[src/rtl/cv32e40p_instr_obi_arbiter.sv]
// rtl/cv32e40p_instr_obi_arbiter.sv - two-requester instruction-side OBI arbiter with in-order response routing
// Optional round-robin conflict resolution: define CV32E40P_IARB_RR_EN (default build is fixed priority to m0).
module cv32e40p_instr_obi_arbiter #(
  parameter int MAX_OUTSTANDING = 2
) (
  input  logic        clk,
  input  logic        rst_n,
  input  logic        m0_req_i,
  input  logic [31:0] m0_addr_i,
  output logic        m0_gnt_o,
  output logic        m0_rvalid_o,
  output logic [31:0] m0_rdata_o,
  output logic        m0_err_o,
  input  logic        m1_req_i,
  input  logic [31:0] m1_addr_i,
  output logic        m1_gnt_o,
  output logic        m1_rvalid_o,
  output logic [31:0] m1_rdata_o,
  output logic        m1_err_o,
  output logic        instr_req_o,
  output logic [31:0] instr_addr_o,
  input  logic        instr_gnt_i,
  input  logic        instr_rvalid_i,
  input  logic [31:0] instr_rdata_i,
  input  logic        instr_err_i,
  output logic [2:0]  outstanding_o,
  output logic        busy_o,
  output logic        protocol_err_o
);

  localparam logic [2:0] MAX_CNT = 3'(MAX_OUTSTANDING);

  logic [2:0]                 r_count;
  logic [MAX_OUTSTANDING-1:0] r_fifo;
  logic                       r_lock;
  logic                       r_owner;
  logic                       r_perr;
`ifdef CV32E40P_IARB_RR_EN
  logic                       r_last;
`endif

  logic                       w_owner;
  logic                       w_full;
  logic                       w_req;
  logic                       w_grant;
  logic                       w_pop;
  logic                       w_head;
  logic [2:0]                 w_wr_idx;
  logic [MAX_OUTSTANDING-1:0] w_shifted;

  always_comb begin
    w_owner = 1'b0;
    if (r_lock) begin
      w_owner = r_owner;
    end else if (m0_req_i && m1_req_i) begin
`ifdef CV32E40P_IARB_RR_EN
      w_owner = ~r_last;
`else
      w_owner = 1'b0;
`endif
    end else begin
      w_owner = m1_req_i & ~m0_req_i;
    end
  end

  assign w_full       = (r_count == MAX_CNT);
  assign w_req        = (w_owner ? m1_req_i : m0_req_i) & ~w_full;
  assign w_grant      = instr_gnt_i & w_req;
  assign w_pop        = instr_rvalid_i & (r_count != 3'd0);
  assign w_head       = r_fifo[0];
  assign w_shifted    = r_fifo >> 1;
  // Push slot accounts for a same-cycle pop shifting the queue down by one.
  assign w_wr_idx     = r_count - {2'b00, w_pop};

  assign instr_req_o  = w_req;
  assign instr_addr_o = w_owner ? m1_addr_i : m0_addr_i;
  assign m0_gnt_o     = w_grant & ~w_owner;
  assign m1_gnt_o     = w_grant & w_owner;
  assign m0_rvalid_o  = w_pop & ~w_head;
  assign m1_rvalid_o  = w_pop & w_head;
  assign m0_rdata_o   = instr_rdata_i;
  assign m1_rdata_o   = instr_rdata_i;
  assign m0_err_o     = instr_err_i & m0_rvalid_o;
  assign m1_err_o     = instr_err_i & m1_rvalid_o;
  assign outstanding_o  = r_count;
  assign busy_o         = m0_req_i | m1_req_i | (r_count != 3'd0);
  assign protocol_err_o = r_perr;

  always_ff @(posedge clk or negedge rst_n) begin
    if (!rst_n) begin
      r_count <= 3'd0;
      r_fifo  <= '0;
      r_lock  <= 1'b0;
      r_owner <= 1'b0;
      r_perr  <= 1'b0;
    end else begin
      // Lock holds the request stable until granted; it also drops if the owner withdraws.
      r_lock <= w_req & ~instr_gnt_i;
      if (w_req && !instr_gnt_i) begin
        r_owner <= w_owner;
      end
      r_count <= r_count + {2'b00, w_grant} - {2'b00, w_pop};
      for (int i = 0; i < MAX_OUTSTANDING; i++) begin
        if (w_grant && (w_wr_idx == 3'(i))) begin
          r_fifo[i] <= w_owner;
        end else if (w_pop) begin
          r_fifo[i] <= w_shifted[i];
        end
      end
      if (instr_rvalid_i && (r_count == 3'd0)) begin
        r_perr <= 1'b1;
      end
    end
  end

`ifdef CV32E40P_IARB_RR_EN
  always_ff @(posedge clk or negedge rst_n) begin
    if (!rst_n) begin
      r_last <= 1'b1;
    end else if (w_grant) begin
      r_last <= w_owner;
    end
  end
`endif

endmodule

[config.mk]
export PLATFORM = sky130hd
export DESIGN_NAME = cv32e40p_instr_obi_arbiter
export DESIGN_NICKNAME = d
export VERILOG_FILES = /design/src/rtl/cv32e40p_instr_obi_arbiter.sv
export SDC_FILE = /design/constraint.sdc
export NUM_CORES = 1
export LEC_CHECK = 0
export BUFFER_PORTS_ARGS = -buffer_cell sky130_fd_sc_hd__buf_4
export CORE_AREA = 2 2 82 84
export CTS_CLUSTER_SIZE = 10
export DETAILED_ROUTE_END_ITERATION = 8
export DIE_AREA = 0 0 84 86
export PLACE_DENSITY = 0.66
export SLEW_MARGIN = 10
export SYNTH_ARGS = -nofsm -noshare
export SYNTH_HDL_FRONTEND = slang
export SYNTH_SLANG_ARGS = --single-unit
[constraint.sdc]
create_clock -name clk -period 2.3 [get_ports clk]
set_clock_uncertainty 0.1 [all_clocks]
set_input_delay 0.115 -clock clk [delete_from_list [all_inputs] [get_ports clk]]
set_output_delay 0.115 -clock clk [all_outputs]
set_load 0.02 [all_outputs]
---- After elaboration in Yosys (flattened, before gate mapping) ----
Cells that the tools add are included.
word-level totals
  bits in writable memories ............... 0
  latch bits .............................. 0
  ROM bits ................................ 0
  memories kept ........................... 0
  flip-flop bits (word level) ............. 8
  input bits .............................. 103
cells by class
  bitwise logic cells ..................... 18
  add/subtract/negate cells ............... 3
  order comparisons ....................... 0
  multiplexer cells ....................... 8
  reduce and logical (&&, ||, !) cells .... 11
  multiply operators ...................... 0
  equal/unequal tests ..................... 2
  div/mod/pow operators ................... 0
  shifts and indexed selects .............. 0
operators by type and width
  cell                                                             count
  32-bit 2-to-1 mux                                                1
  1-bit AND                                                        11
  1-bit 2-to-1 mux                                                 7
  3-bit zero test                                                  2
  3-bit by 1-bit subtractor with 3-bit output                      2
  1-bit logical AND                                                5
  1-bit NOT                                                        5
  2-bit nonzero test                                               2
  3-bit by 1-bit adder with 3-bit output                           1
  3-bit by 1-bit == test with 1-bit output, second input constant  1
  3-bit by 2-bit == test with 1-bit output, second input constant  1
  3-bit nonzero test                                               1
  1-bit OR                                                         2
  1-bit zero test                                                  1

---- Logic depth before layout (Yosys ltp) ----
  word-level depth ........................ 9
  depth in mapped cells ................... 10
  depth with buffers taken out ............ 10

---- Least setup slack after synthesis ----
Ideal clock, no wire load.
  path kind ............................... register to register
  from .................................... register r_count[2], in the netlist outstanding_o[2]
  to ...................................... register r_count[2], in the netlist outstanding_o[2]
  library setup time ...................... 0.137 ns
  path slack .............................. -0.381 ns
  cell stages (with the launch flop) ...... 11
  period minus slack after synthesis ...... 2.681 ns
  data required time ...................... 2.063 ns
  path buffers ............................ 0
  arrival ................................. 2.445 ns
  cell sequence ........................... dfrtp_1 nor2_1 a221oi_2 nand2_1 ha_1 inv_1 ha_1 inv_1 fa_1 xnor2_1 xnor2_1
on the way
  cells in the longest elaborated chain, start to end .. 6
ends and longest elaborated chain
  what                                         RTL line  text
  from (decl)                                  33        logic [2:0] r_count;
  from (signal assigned)                       102       r_count <= r_count + {2'b00, w_grant} - {2'b00, w_pop};
  3-bit by 2-bit == test with 1-bit output     66        assign w_full = (r_count == MAX_CNT);
  1-bit NOT                                    67        assign w_req = (w_owner ? m1_req_i : m0_req_i) & ~w_full;
  1-bit AND                                    67
  via instr_req_o                              20        output logic instr_req_o,
  1-bit AND                                    68        assign w_grant = instr_gnt_i & w_req;
  3-bit by 1-bit adder with 3-bit output       102
  3-bit by 1-bit subtractor with 3-bit output  102
The timed path passes the listed nets, and every way through them passes these cells.
A chain may end at the register's enable or synchronous reset.

---- Worst setup path in the final report ----
  from .................................... register r_count[0], in the netlist outstanding_o[0]
  to ...................................... register r_fifo[0]
on the way
  cells in the longest elaborated chain, start to end .. 6
ends and longest elaborated chain
  what                                                                            RTL line  text
  3-bit nonzero test or 3-bit by 2-bit == test with 1-bit output (tied branches)  69, 66
  1-bit AND or 1-bit NOT (tied branches)                                          69, 67
  3-bit by 1-bit subtractor with 3-bit output or 1-bit AND (tied branches)        73, 67
  3-bit zero test or 1-bit AND (tied branches)                                    104, 68
  1-bit logical AND                                                               104       if (w_grant && (w_wr_idx == 3'(i))) begin
  1-bit 2-to-1 mux or 2-bit nonzero test (tied branches)                          -
  to (signal, indexed assignment)                                                 105       r_fifo[i] <= w_owner;
  to (signal, indexed assignment)                                                 107       r_fifo[i] <= w_shifted[i];
  to (decl)                                                                       34        logic [MAX_OUTSTANDING-1:0] r_fifo;
Parallel ways exist; a longest one is shown, timed or not.

==> flow_metrics.env <==
export IMPL_cts_buffers=3
export IMPL_p_seq_share_pct=15.7
export IMPL_cpMaxStageDelayCell="dfrtp_2"
export IMPL_worst_hold_path_num_cells=0
export IMPL_grt_pass1_wl_mm=6.361
export IMPL_switching_share_pct=44.18
export IMPL_rows=29
export IMPL_vias=1197
export IMPL_synthFlopType="dfrtp_1"
export IMPL_first_global_vias=1309
export IMPL_tightest_slew_ns=0.5004
export IMPL_slew_viol_final=0
export IMPL_antenna_found_initial=0
export IMPL_r2r_start="outstanding_o[0]$_DFF_PN0_"
export IMPL_final_setup_worst_slack_ns=0.03090
export IMPL_critPathCaptureType="flip-flop"
export IMPL_power_frac_comb_pct=74.3
export IMPL_period_share_pct=98.66
export IMPL_pin_count=211
export IMPL_synth_area_top_cells="buf_4 (34%), mux2_1 (18%), dfrtp_1 (14%)"
export IMPL_dpl_hpwl_mm=3.442
export IMPL_min_path_type="in -> out"
export IMPL_synth_edf_count=0
export IMPL_min_to="m1_rdata_o[27]"
export IMPL_area_growth_pct=46.12
export IMPL_fin_nets=324
export IMPL_cts_sink_count=8
export IMPL_synth_compound_area_share_pct=4.550
export IMPL_drc=0
export IMPL_syn_nets=259
export IMPL_clk_path_buf_depth=2
export IMPL_syn_cell_area_um2=1403
export IMPL_p_per_area_nw_per_um2=896.0
export IMPL_syn_inst=151
export IMPL_power_frac_clock_pct=9.9
export IMPL_total_leakage_power_nw=1.042
export IMPL_hold_start="instr_rdata_i[27]"
export IMPL_dp_cells=284
export IMPL_insertion_delay_ns=0.23
export IMPL_yosys_warnings=0
export IMPL_ys_top_cells_by_count="buf_4 (64), mux2_1 (22), mux2_2 (10)"
export IMPL_cts_tree="built"
export IMPL_coreArea_um2=6277
export IMPL_path_clk_slew_ns=0.05
export IMPL_yosys_area_share_simple_pct=7.226
export IMPL_power_mw=1.836
export IMPL_drt_iter0_markers=45
export IMPL_numPortBuffers=114
export IMPL_r2r_end="r_fifo[0]$_DFFE_PN0P_"
export IMPL_crit_arrival_ns=2.28
export IMPL_die_height_um=86
export IMPL_antennaDiodeCount=0
export IMPL_avgSynthCellArea_um2=9.289
export IMPL_async_flop_share_pct=100.0
export IMPL_synth_top_area_share_pct=34.26
export IMPL_synthXorXnorAreaFrac_pct=1.873
export IMPL_grt_max_degree=28
export IMPL_crit_required_ns=2.31
export IMPL_ys_ff_latch=8
export IMPL_final_util_pct=32.65
export IMPL_cp_startpoint="outstanding_o[0]$_DFF_PN0_"
export IMPL_first_pass_iters=4
export IMPL_crit_chain="nor3_2 -> nand2b_1 -> inv_1 -> ha_1 -> ha_1 -> nand2_1 -> a2111oi_4 -> nand3_1 -> mux2i_1"
export IMPL_dieArea_um2=7224
export IMPL_avgRoutedWirePerCell_um=14.11
export IMPL_drtAntennaViolNets=0
export IMPL_cp_top_family="simple AND/OR/NAND/NOR gates"
export IMPL_start_util_pct=22.34
export IMPL_intPower_mw=1.025
export IMPL_htree_levels=1
export IMPL_routabilityCongestion=0.8553
export IMPL_finalSetupViolCount=0
export IMPL_drive_gt1_share_pct=69.77
export IMPL_peakVddDrop_mv=0.3569
export IMPL_viasPerCell=4.099
export IMPL_final_cells=292
export IMPL_tns_ns=0
export IMPL_synth_top_family_by_area="buffers and inverters"
export IMPL_synth_most_common_cell="buf_4"
export IMPL_path_buf_inv=1
export IMPL_slew_headroom_pct=66.52
export IMPL_rsz0062_at_grt="yes"
export IMPL_crit_path_max_fanout=5
export IMPL_pre_cts_ws_ns=0.02449
export IMPL_grt_overflow=0
export IMPL_finalHoldViolCount=0
export IMPL_maxCapViolCount=0
export IMPL_track_usage_pct=10.82
export IMPL_fmax_ghz=0.4407
export IMPL_yosys_cell_types_count=25
export IMPL_rr_worst_depth=9
export IMPL_yosysSeqAreaShare_pct=14.27
export IMPL_synth_top_area_cell="buf_4"
export IMPL_wl_mm=4.121
export IMPL_cp_common_cell="ha_1"
export IMPL_synth_adder_area_share_pct=4.996
export IMPL_yosys_mux_area_fraction_pct=28.55
export IMPL_reg2reg_slack_ns=0.03
export IMPL_cts_root_buf="clkbuf_8"
export IMPL_period_needed_ns=2.269
export IMPL_netSwitchingPower_uw=811.3
export IMPL_cp_start_kind="flip-flop"
export IMPL_path_class="reg -> reg"
export IMPL_outcome="complete, no violations"
export IMPL_cpPeakStageDelay_ns=0.44
export IMPL_die_x_um=84
[flip-flops by register name, summed over array words and instances (netlist names)]
name	flops
outstanding_o	3
r_fifo	2
protocol_err_o	1
r_lock	1
r_owner	1
[layout make-up]
class	count	area, um2
Clock buffer	4	45.04
Fill cell	630	4228
Inverter	7	26.28
Multi-Input combinational cell	69	706.9
Sequential cell	8	203.9
Tap cell	77	96.34
Timing Repair Buffer	127	970.9
[power by group through the flow]
stage	Clock [mW]	Combinational (mW)	Sequential [mW]
global placement	0	1.27	0.281
floorplan	0	0.857	0.338
CTS	0.187	1.30	0.284
finish	0.183	1.36	0.289
detailed placement	0	1.29	0.284
global route	0.194	1.46	0.296
[routing by layer]
metal  GRT usage (%)  part of all wire (%)  up-vias
met4           4.692                   1.7        0
met2           19.49                    52       61
li1                -                     -      564
met1           11.26                    35      556
met5               0                     0        -
met3           4.139                    11       16
[metrics by stage]
stage / hold slack, ns / area, um2
finish: 0.1300 / 2049
global route: 0.1300 / 2049
CTS: 0.1193 / 2009
detailed placement: -0.1570 / 1944
global placement: -0.1589 / 1944
floorplan: -0.2806 / 1426
[layout by cell type, fill, tap and decap left out, types with 2 or more instances in the layout]
master,netlist,routed
and2_1,3,3
inv_1,7,7
nand2_1,5,5
a21oi_1,2,2
mux2_1,22,22
dlygate4sd3_1,0,2
dfrtp_1,8,5
dfrtp_2,0,3
buf_4,64,124
and3_1,2,2
clkbuf_8,0,3
mux2_2,10,10
mux2i_1,4,3
ha_1,4,4
nor2_1,4,3
[logic make-up after synthesis]
logic type / count (synthesis)
compound gates: 6
xor+xnor: 3
fa+ha+maj: 5
buf+inv: 74
flops: 8
mux: 36
simple gates: 19
[repair_timing]
| action | CTS | global route |
|---|---|---|
| endpoints found under the hold margin | 9 | 0 |
| hold buffers | 2 | 0 |
| resized for setup | 0 | 3 |
| endpoints found under the setup margin | 0 | 4 |
| buffers inserted | 0 | 2 |
[worst max-delay path by stage]
stage	end	slack, ns	cells past startpoint
final	r_fifo[0]$_DFFE_PN0P_	0.03	9
after detailed placement	r_fifo[1]$_DFFE_PN0P_	0.02	9
after floorplan	outstanding_o[2]$_DFF_PN0_	-0.14	10
after global routing	r_fifo[0]$_DFFE_PN0P_	-0.13	9
after global placement	outstanding_o[2]$_DFF_PN0_	0.08	10
after CTS	r_fifo[1]$_DFFE_PN0P_	0.01	9
(Power assumes the default switching activity.)
